File: config.mk
export PLATFORM = sky130hd
export DESIGN_NAME = program_loader
export DESIGN_NICKNAME = d
export VERILOG_FILES = /design/src/rtl/program_loader.sv
export SDC_FILE = /design/constraint.sdc
export NUM_CORES = 1
export LEC_CHECK = 0
export CORE_MARGIN = 5
export CORE_UTILIZATION = 34
export DETAILED_ROUTE_END_ITERATION = 7
export SKIP_CTS_REPAIR_TIMING = 1
export SLEW_MARGIN = 0
export SYNTH_ARGS = -nofsm -noshare
export SYNTH_HDL_FRONTEND = slang
export SYNTH_SLANG_ARGS = --single-unit
File: constraint.sdc
create_clock -name clk -period 12 [get_ports clk]
set_clock_uncertainty 0.15 [all_clocks]
set_input_delay 2.4 -clock clk [delete_from_list [all_inputs] [get_ports clk]]
set_output_delay 2.4 -clock clk [all_outputs]
set_load 0.05 [all_outputs]
File: src/rtl/program_loader.sv
// Byte-serial program loader: assembles a length-prefixed byte stream into
// little-endian 32-bit words in a flat RAM image and holds the CPU in reset.
module program_loader #(
  parameter int unsigned RAM_SIZE = 8
) (
  input  logic                    clk,
  input  logic                    reset,
  input  logic                    start,
  input  logic [7:0]              byte_in,
  input  logic                    byte_valid,
  output logic                    byte_ready,
  output logic [RAM_SIZE*32-1:0]  ram,
  output logic                    cpu_reset,
  output logic                    busy,
  output logic                    done,
  output logic                    error
);

  localparam int unsigned WW = $clog2(RAM_SIZE + 1);

  typedef enum logic [2:0] {
    S_IDLE = 3'd0,
    S_LEN  = 3'd1,
    S_DATA = 3'd2,
    S_DONE = 3'd3,
    S_ERR  = 3'd4
  } state_t;

  state_t        state;
  state_t        state_nx;
  logic [WW-1:0] word;
  logic [1:0]    idx;
  logic [7:0]    len;

  logic ready_d;
  logic busy_d;
  logic done_d;
  logic error_d;
  logic cpu_reset_d;

  logic loading_c;
  logic accept_c;
  logic last_c;
  logic clear_c;

  assign loading_c = (state == S_LEN) || (state == S_DATA);
  assign accept_c  = byte_valid && loading_c;
  assign last_c    = (state == S_DATA) && (idx == 2'd3) && (8'(word) == (len - 8'd1));
  assign clear_c   = start && !loading_c;

  // State register; outputs are registered copies of the decode of the next state
  always_ff @(posedge clk or posedge reset) begin
    if (reset) begin
      state      <= S_IDLE;
      byte_ready <= 1'b0;
      busy       <= 1'b0;
      done       <= 1'b0;
      error      <= 1'b0;
      cpu_reset  <= 1'b1;
    end else begin
      state      <= state_nx;
      byte_ready <= ready_d;
      busy       <= busy_d;
      done       <= done_d;
      error      <= error_d;
      cpu_reset  <= cpu_reset_d;
    end
  end

  // Next-state logic
  always_comb begin
    state_nx = state;
    case (state)
      S_IDLE: if (start) state_nx = S_LEN;
      S_LEN: begin
        if (accept_c) begin
          if (byte_in == 8'd0)                 state_nx = S_DONE;
          else if (byte_in > 8'(RAM_SIZE))     state_nx = S_ERR;
          else                                 state_nx = S_DATA;
        end
      end
      S_DATA: if (accept_c && last_c) state_nx = S_DONE;
      S_DONE: if (start) state_nx = S_LEN;
      S_ERR:  if (start) state_nx = S_LEN;
      default: state_nx = S_IDLE;
    endcase
  end

  // Output decode of the next state
  always_comb begin
    ready_d     = 1'b0;
    busy_d      = 1'b0;
    done_d      = 1'b0;
    error_d     = 1'b0;
    cpu_reset_d = 1'b1;
    case (state_nx)
      S_LEN, S_DATA: begin
        ready_d = 1'b1;
        busy_d  = 1'b1;
      end
      S_DONE: begin
        done_d      = 1'b1;
        cpu_reset_d = 1'b0;
      end
      S_ERR:   error_d = 1'b1;
      default: ready_d = 1'b0;
    endcase
  end

  // Datapath: length latch, byte/word counters and the RAM image
  always_ff @(posedge clk or posedge reset) begin
    if (reset) begin
      ram  <= '0;
      word <= '0;
      idx  <= '0;
      len  <= '0;
    end else if (clear_c) begin
      ram <= '0;
    end else if (accept_c && (state == S_LEN)) begin
      len  <= byte_in;
      word <= '0;
      idx  <= '0;
    end else if (accept_c && (state == S_DATA)) begin
      for (int unsigned k = 0; k < RAM_SIZE; k++) begin
        for (int unsigned b = 0; b < 4; b++) begin
          if ((word == WW'(k)) && (idx == 2'(b))) ram[k*32 + b*8 +: 8] <= byte_in;
        end
      end
      idx <= idx + 2'd1;
      if (idx == 2'd3) word <= word + WW'(1);
    end
  end

endmodule

=== Word level (Yosys, flattened, before mapping) ===
Cells that the tools add are included.

* Register bits after elaboration: 277
* Input bits: 12
* Output and inout bits: 261

* $add $sub $neg: 3
* $lt $le $gt $ge: 1
* Equality and inequality tests: 20
* Multiplexer cells: 50
* Bitwise gates (word level): 1
* Reduce and logical (&&, ||, !) cells: 117

{| class="wikitable"
|+ Operator list
! kind !! count
|-
| 256-bit two-way mux || 3
|-
| 8-bit two-way mux || 32
|-
| 3-bit AND reduction || 33
|-
| 2-bit nonzero test || 35
|-
| 1-bit logical AND || 39
|-
| 4-bit by 3-bit equality test with 1-bit output (second input constant) || 4
|-
| 3-bit two-way mux || 5
|-
| 3-bit by 2-bit equality test with 1-bit output (second input constant) || 4
|-
| 4-bit two-way mux || 3
|-
| 3-bit case mux with 3 select lines || 1
|-
| 4-bit by 2-bit equality test with 1-bit output (second input constant) || 2
|-
| 4-bit by 8-bit equality test with 1-bit output || 1
|-
| 8-bit by 4-bit > comparator with 1-bit output (second input constant) || 1
|-
| 8-bit logical NOT || 1
|-
| 8-bit by 1-bit subtractor with 8-bit output (second input constant) || 1
|-
| 3-bit by 1-bit equality test with 1-bit output (second input constant) || 2
|-
| 3-bit equality test (second input constant) || 2
|-
| 4-bit by 1-bit adder with 4-bit output (second input constant) || 1
|-
| 2-bit equality test (second input constant) || 2
|-
| 4-bit by 1-bit equality test with 1-bit output (second input constant) || 1
|-
| 4-bit logical NOT || 1
|-
| 1-bit two-way mux || 4
|-
| 2-bit two-way mux || 2
|-
| 2-bit AND reduction || 2
|-
| 10 further kinds || 10
|}

=== Logic depth before layout (Yosys ltp) ===
Gate-level depths: netlist of the first run.

* Depth in word-level cells: 9
* Mapped depth: 7
* Gate-level depth less buffers: 7

=== Worst setup path after synthesis of the first run ===
OpenSTA, ideal clock, no wires.

* Path type: input-to-reg
* From: in byte_valid
* To: reg ram[10]
* Setup time: 0.125 ns
* Arrival: 3.652 ns
* Data required time: 11.725 ns
* Setup slack: 8.074 ns
* Stages on the path: 5
* Path through: nor2b_1 -> and3b_1 -> buf_2 -> o31ai_4 -> mux2_2

* Word-level cells in the longest chain between the ends: 4
* Elaborated cells on any way between the ends: 6
* Classes of those cells: 1 x eq/ne; 5 x reduce/logical

{| class="wikitable"
|+ RTL lines
! item !! RTL line !! RTL
|-
| start: declaration || 10 || <nowiki>input logic byte_valid,</nowiki>
|-
| 1-bit logical AND * || 47 || <nowiki>assign accept_c = byte_valid && loading_c;</nowiki>
|-
| 1-bit logical AND, on equally long branches || 119, 123 ||
|-
| 2-bit inequality test (no line) / 2-bit nonzero test (equally long branches) || -- ||
|-
| 3-bit AND reduction (no line) * || -- ||
|-
| end signal: indexed assignment || 126 || <nowiki>if ((word == WW'(k)) && (idx == 2'(b))) ram[k*32 + b*8 +: 8] <= byte_in;</nowiki>
|-
| end: declaration || 12 || <nowiki>output logic [RAM_SIZE*32-1:0] ram,</nowiki>
|}

Every way passes the cells marked *; elsewhere a longest branch is shown, timed or not.
A chain may end at the register's enable or synchronous reset.

=== Worst setup path after layout of the first run ===
* From: in byte_in[3]
* To: reg ram[83]

* Word-level cells in the longest chain between the ends: 4

{| class="wikitable"
|+ RTL lines
! item !! RTL line !! RTL
|-
| start: declaration || 9 || <nowiki>input logic [7:0] byte_in,</nowiki>
|-
| 8-bit two-way mux || 126 ||
|-
| 256-bit two-way mux || 123 || <nowiki>end else if (accept_c && (state == S_DATA)) begin</nowiki>
|-
| 256-bit two-way mux || 119 || <nowiki>end else if (accept_c && (state == S_LEN)) begin</nowiki>
|-
| 256-bit two-way mux || 117 || <nowiki>end else if (clear_c) begin</nowiki>
|}

Every way passes these cells. The select of a mux whose other input is x is not followed.

==> results of run 1 <==
layout by cell type (no fill, tap or decap), types with 2 or more instances in the layout:
cell type	netlist	final
clkinv_2	0	7
xnor2_1	4	4
a21oi_1	9	9
mux2_2	145	145
clkbuf_1	47	5
clkbuf_8	0	6
o21a_1	3	2
ha_1	9	9
nand2_2	3	3
nor2b_1	4	4
inv_1	9	8
dfrtp_1	276	276
mux2i_1	106	106
and3b_1	2	2
o31ai_4	2	2
clkdlybuf4s50_1	0	272
o21ai_0	11	11
nand2_1	34	34
and3_1	2	2
nor2_1	123	122
clkbuf_16	0	37
nand3_2	13	13
and2_1	9	9
a31oi_1	2	2
nor3_1	8	8
nand3_1	5	5
nand4_1	4	4
bufinv_16	0	4
o21ai_2	17	17
xor2_1	6	6
buf_4	6	8
clkinvlp_4	0	2
worst min-delay path, delay by kind of cell (launching register included):
family / cells / cell delay [ns]
DFF: 1 / 0.33
and+or+nand+nor: 2 / 0.11
logic make-up (layout without fill, tap and decap cells):
family,count (synthesis),in the layout,synth area share [%]
AOI/OAI and AO/OA,48,48,3.17
xor gates and xnor gates,10,10,0.763
adders and majority gates,9,9,0.981
buffers and inverters,69,352,2.52
DFF,277,277,60.4
muxes,251,251,23.5
and+or+nand+nor,214,214,8.72
path summary, 6_finish.rpt:
path	startpoint	end	slack (ns)
hold / removal	len[7]	len[7]	0.33
max in group asynchronous	reset	ram[124]	7.97
hold reg to reg	len[7]	len[7]	0.33
min in group asynchronous	reset	ram[63]	2.33
setup reg to reg	word[2]	ram[212]	9.13
setup / recovery	byte_in[3]	ram[83]	7.55
metrics by stage:
step	instance area, sq um	instances	total power (W)	utilization [%]
floorplan	11500	878	0.00257	-
global placement	14600	1548	0.00322	43.7
detailed placement	14600	1548	0.00324	43.7
CTS	15800	1609	0.00434	47.3
global route	15800	1609	0.00447	47.3
finish	15800	1609	0.00428	47.3
flip-flops by register name, summed over array words and instances, names as in the netlist:
signal,flops
busy,1
cpu_reset,1
done,1
error,1
idx,2
len,8
ram,256
state,3
word,4
power breakdown:
| part | switching [W] | internal (W) |
|---|---|---|
| sequential | 0.000150 | 0.00118 |
| clock | 0.000402 | 0.000683 |
| combinational | 0.00123 | 0.000640 |
| total | 0.00178 | 0.00250 |
routing by layer:
layer  GRT usage [%]  part of all wire (%)  vias up
li1                -                     -     3512
met1            24.6                    45     3951
met2            28.1                    46      239
met3            4.67                   6.3       57
met4            4.90                   2.8        0
met5               0                     0        -
area by class of cell:
class / count / area (sq um)
fill: 2992 / 17600
tap: 448 / 561
multi-input combinational: 532 / 4270
clock buffer: 48 / 1030
clock inverter: 13 / 170
timing repair buffer: 281 / 2800
sequential: 277 / 6930
inverter: 10 / 45.0
==> results.cfg, run 1 <==
[outcome]
status = finished, final reports clean

[yosys]
syn_inst = 878
syn-num-nets = 899
ys_seq_area_share_pct = 60.4
synth_commonest_cells = dfrtp_1, mux2_2, nor2_1
synth_area_leaders = dfrtp_1, mux2_2, mux2i_1
ys_types = 40
ys.flop_type = dfrtp_1
synth_top_cell_by_area = dfrtp_1
synth-edff-count = 0
netlist_area_sq_mm = 0.0115
avgSynthCellArea_sq_um = 13.1
ys_async_sr_fraction_pct = 100
synth_top_area_share_pct = 60.2
synth_seq_cells = 277
synth_most_common_cell = dfrtp_1
yosys_warnings = 0

[pwr]
p_per_area_mw_per_mm2 = 271
p_leak_nw = 7.63
peakVddDrop_v = 0.000149

[detailed_routing]
drc = 0
vias = 7759
post_drt_wl_per_cell_um = 21.2
viasPerCell = 4.82
drt-initial-drc-count = 385
first_pass_iters = 5
drtAntennaViolNets = 0
drt-total-wl_mm = 34.0

[worst_setup_path]
critPathLaunchType = input port
crit_required_ns = 12.29
cp_slowest_cell = clkdlybuf4s50_1
critPathMaxStageDelay_ns = 0.78
cpLargestDelayFamily = buffers and inverters
critPathBufInv = 2
crit_arrival_ns = 4.74
critical_path_class = input port to register
ff2ff_path_depth = 4
crit_cells = 4
path_cells = clkdlybuf4s50_1 > clkinv_1 > nor2_2 > mux2_2
path_max_fanout = 18
end_kind = register

[sta]
worst_pin_slew_ns = 1.06
fin_crit_sh_pct = 37.1
tns_ns = 0
finalSetupViolations = 0
finalWorstSetupSlack_ns = 7.55
period_needed_ns = 4.45
hold_viol_final = 0
max_slew_margin_pct = 29.4
hold_ws_ns = 0.327
max_clock_freq_ghz = 0.225
rsz0062_at_grt = no
finalMaxSlewViolations = 0

[clock_tree]
cts_tree = yes
cts_made_buffers = 34
clockBufferDepth = 3
clk-insertion-delay-late_ns = 0.51
htreeDepth = 2
cts_root_buf = clkbuf_16
numClockSinks = 277
clk_pin_slew_worst_paths_ns = 0.06

[floorplanning]
die_w_um = 194
rows = 67
initial_core_util_pct = 34.3
io_pins = 273
dieArea_sq_mm = 0.0375
coreArea_sq_mm = 0.0334
dieHeight_um = 194

[placed_design]
detailed_place_hpwl_mm = 22.3
portBuffers = 272
place_ws_ns = 7.04
place.gp.congestion = 0.821

[cells_and_area]
drive_above_1_share_pct = 21.8
synthToLayoutAreaGrowth_pct = 37.7
nets = 1157
num_antenna_cells = 0

[grt]
grt_pass1_vias = 8242
grt_usage_pct = 17.9
grt_max_degree = 158
antenna_found_initial = 1
grt_first_pass_wirelength_mm = 53.0
globalRouteOverflowTotal = 0

[job]
maxCapViolCount = 0

[hold_path]
min_path_type = register to register
hold_depth = 2
Power figures use the tool's default switching activity.
==> inputs of run 2 (changes only) <==
- clock period: 12 -> 3.9 ns (I/O delays scaled with it)
==> results.cfg, run 2 (synthesis results as in run 1) <==
[worst_setup_path]
cp_slowest_cell = clkdlybuf4s50_1
crit_arrival_ns = 1.89
r2r-end = ram[231]
critPathBufInv = 1
crit_required_ns = 2.97
path_max_fanout = 1
path_cells = clkdlybuf4s50_1
r2r_start = state[0]
critPathMaxStageDelay_ns = 0.80
critical_path_class = register to output pin
cpLargestDelayFamily = buffers and inverters
ff2ff_path_depth = 5
critPathLaunchType = register
end_kind = output pin
rrSetupSlack_ns = 1.41
crit_cells = 1

[grt]
grt_first_pass_wirelength_mm = 52.4
grt_usage_pct = 17.6
grt_pass1_vias = 8116
grt_max_degree = 107
globalRouteOverflowTotal = 0
antenna_found_initial = 0

[hold_path]
min-delay-start = len[7]
min_path_type = register to register
hold_end = len[7]
hold_depth = 2

[clock_tree]
numClockSinks = 277
clk_pin_slew_worst_paths_ns = 0.06
clockBufferDepth = 3
cts_tree = yes
cts_root_buf = clkbuf_16
htreeDepth = 1
cts_made_buffers = 31
clk-insertion-delay-late_ns = 0.55

[outcome]
status = finished, final reports clean

[sta]
rsz0062_at_grt = no
fin_crit_sh_pct = 72.3
finalWorstSetupSlack_ns = 1.08
finalMaxSlewViolations = 0
period_needed_ns = 2.82
hold_viol_final = 0
finalSetupViolations = 0
worst_pin_slew_ns = 0.980
tns_ns = 0
max_slew_margin_pct = 34.7
max_clock_freq_ghz = 0.355

[pwr]
p_per_area_mw_per_mm2 = 806
peakVddDrop_v = 0.000470
p_leak_nw = 7.54

[floorplanning]
coreArea_sq_mm = 0.0334
rows = 67
io_pins = 273
initial_core_util_pct = 34.3
die_w_um = 194
dieArea_sq_mm = 0.0375
dieHeight_um = 194

[detailed_routing]
viasPerCell = 4.82
drt-total-wl_mm = 34.1
drtAntennaViolNets = 0
first_pass_iters = 4
post_drt_wl_per_cell_um = 21.1
drt-initial-drc-count = 380
vias = 7771
drc = 0

[cells_and_area]
top_regs = ram x256, len x8, word x4
nets = 1163
layout_common_cells = dfrtp_1, clkdlybuf4s50_1, mux2_2
synthToLayoutAreaGrowth_pct = 36.3
largest_reg_flops = 256
largest-register = ram
fillerInstances = 3015
layout.area.seq_sq_mm = 0.00693
final_common_cell = dfrtp_1
multiInputGateArea_sq_mm = 0.00427
drive_above_1_share_pct = 21.2

[placed_design]
portBuffers = 272
detailed_place_hpwl_mm = 23.4
place_ws_ns = 0.687
place.gp.congestion = 0.777

[job]
maxCapViolCount = 0
[run 2: area by class of cell]
| type | count | area share (%) |
|---|---|---|
| Multi-Input combinational cell | 532 | 27.3 |
| Inverter | 10 | 0.264 |
| Clock buffer | 48 | 5.56 |
| Antenna cell | 1 | 0.0160 |
| Sequential cell | 277 | 44.3 |
| Tap cell | 448 | 3.58 |
| Timing Repair Buffer | 290 | 18.6 |
| Clock inverter | 6 | 0.424 |
[run 2: how the worst max path moves through the flow]
stage,startpoint,end,slack [ns]
6_report,cpu_reset,cpu_reset,1.08
5_1_grt,cpu_reset,cpu_reset,1.03
3_5_place_dp,byte_in[3],busy,0.69
2_1_floorplan,reset,busy,-0.69
4_1_cts,cpu_reset,cpu_reset,1.04
3_3_place_gp,byte_valid,ram[52],0.83
[run 2: layer usage]
layer | up-vias | part of all wire [%] | global-route usage (%)
met4 | 0 | 1.3 | 2.91
met1 | 4041 | 46 | 24.7
met2 | 180 | 46 | 28.5
met3 | 27 | 5.8 | 4.01
met5 | - | 0 | 0
li1 | 3523 | - | -
[run 2: where the power goes]
part	switching [W]	internal (W)
Combinational	0.00379	0.00199
Sequential	0.000475	0.00363
Clock	0.00114	0.00159
Total	0.00541	0.00720
[run 2: stage by stage]
step           hold WS, ns  power, W  instances  cell area, sq um  utilization [%]
2_1_floorplan        0.289   0.00792        878             11500                -
3_3_place_gp         0.309   0.00992       1557             14700             44.0
3_5_place_dp         0.308   0.00998       1557             14700             44.0
4_1_cts              0.325    0.0128       1611             15600             46.8
5_1_grt              0.348    0.0132       1611             15600             46.8
6_report             0.324    0.0126       1612             15700             46.8
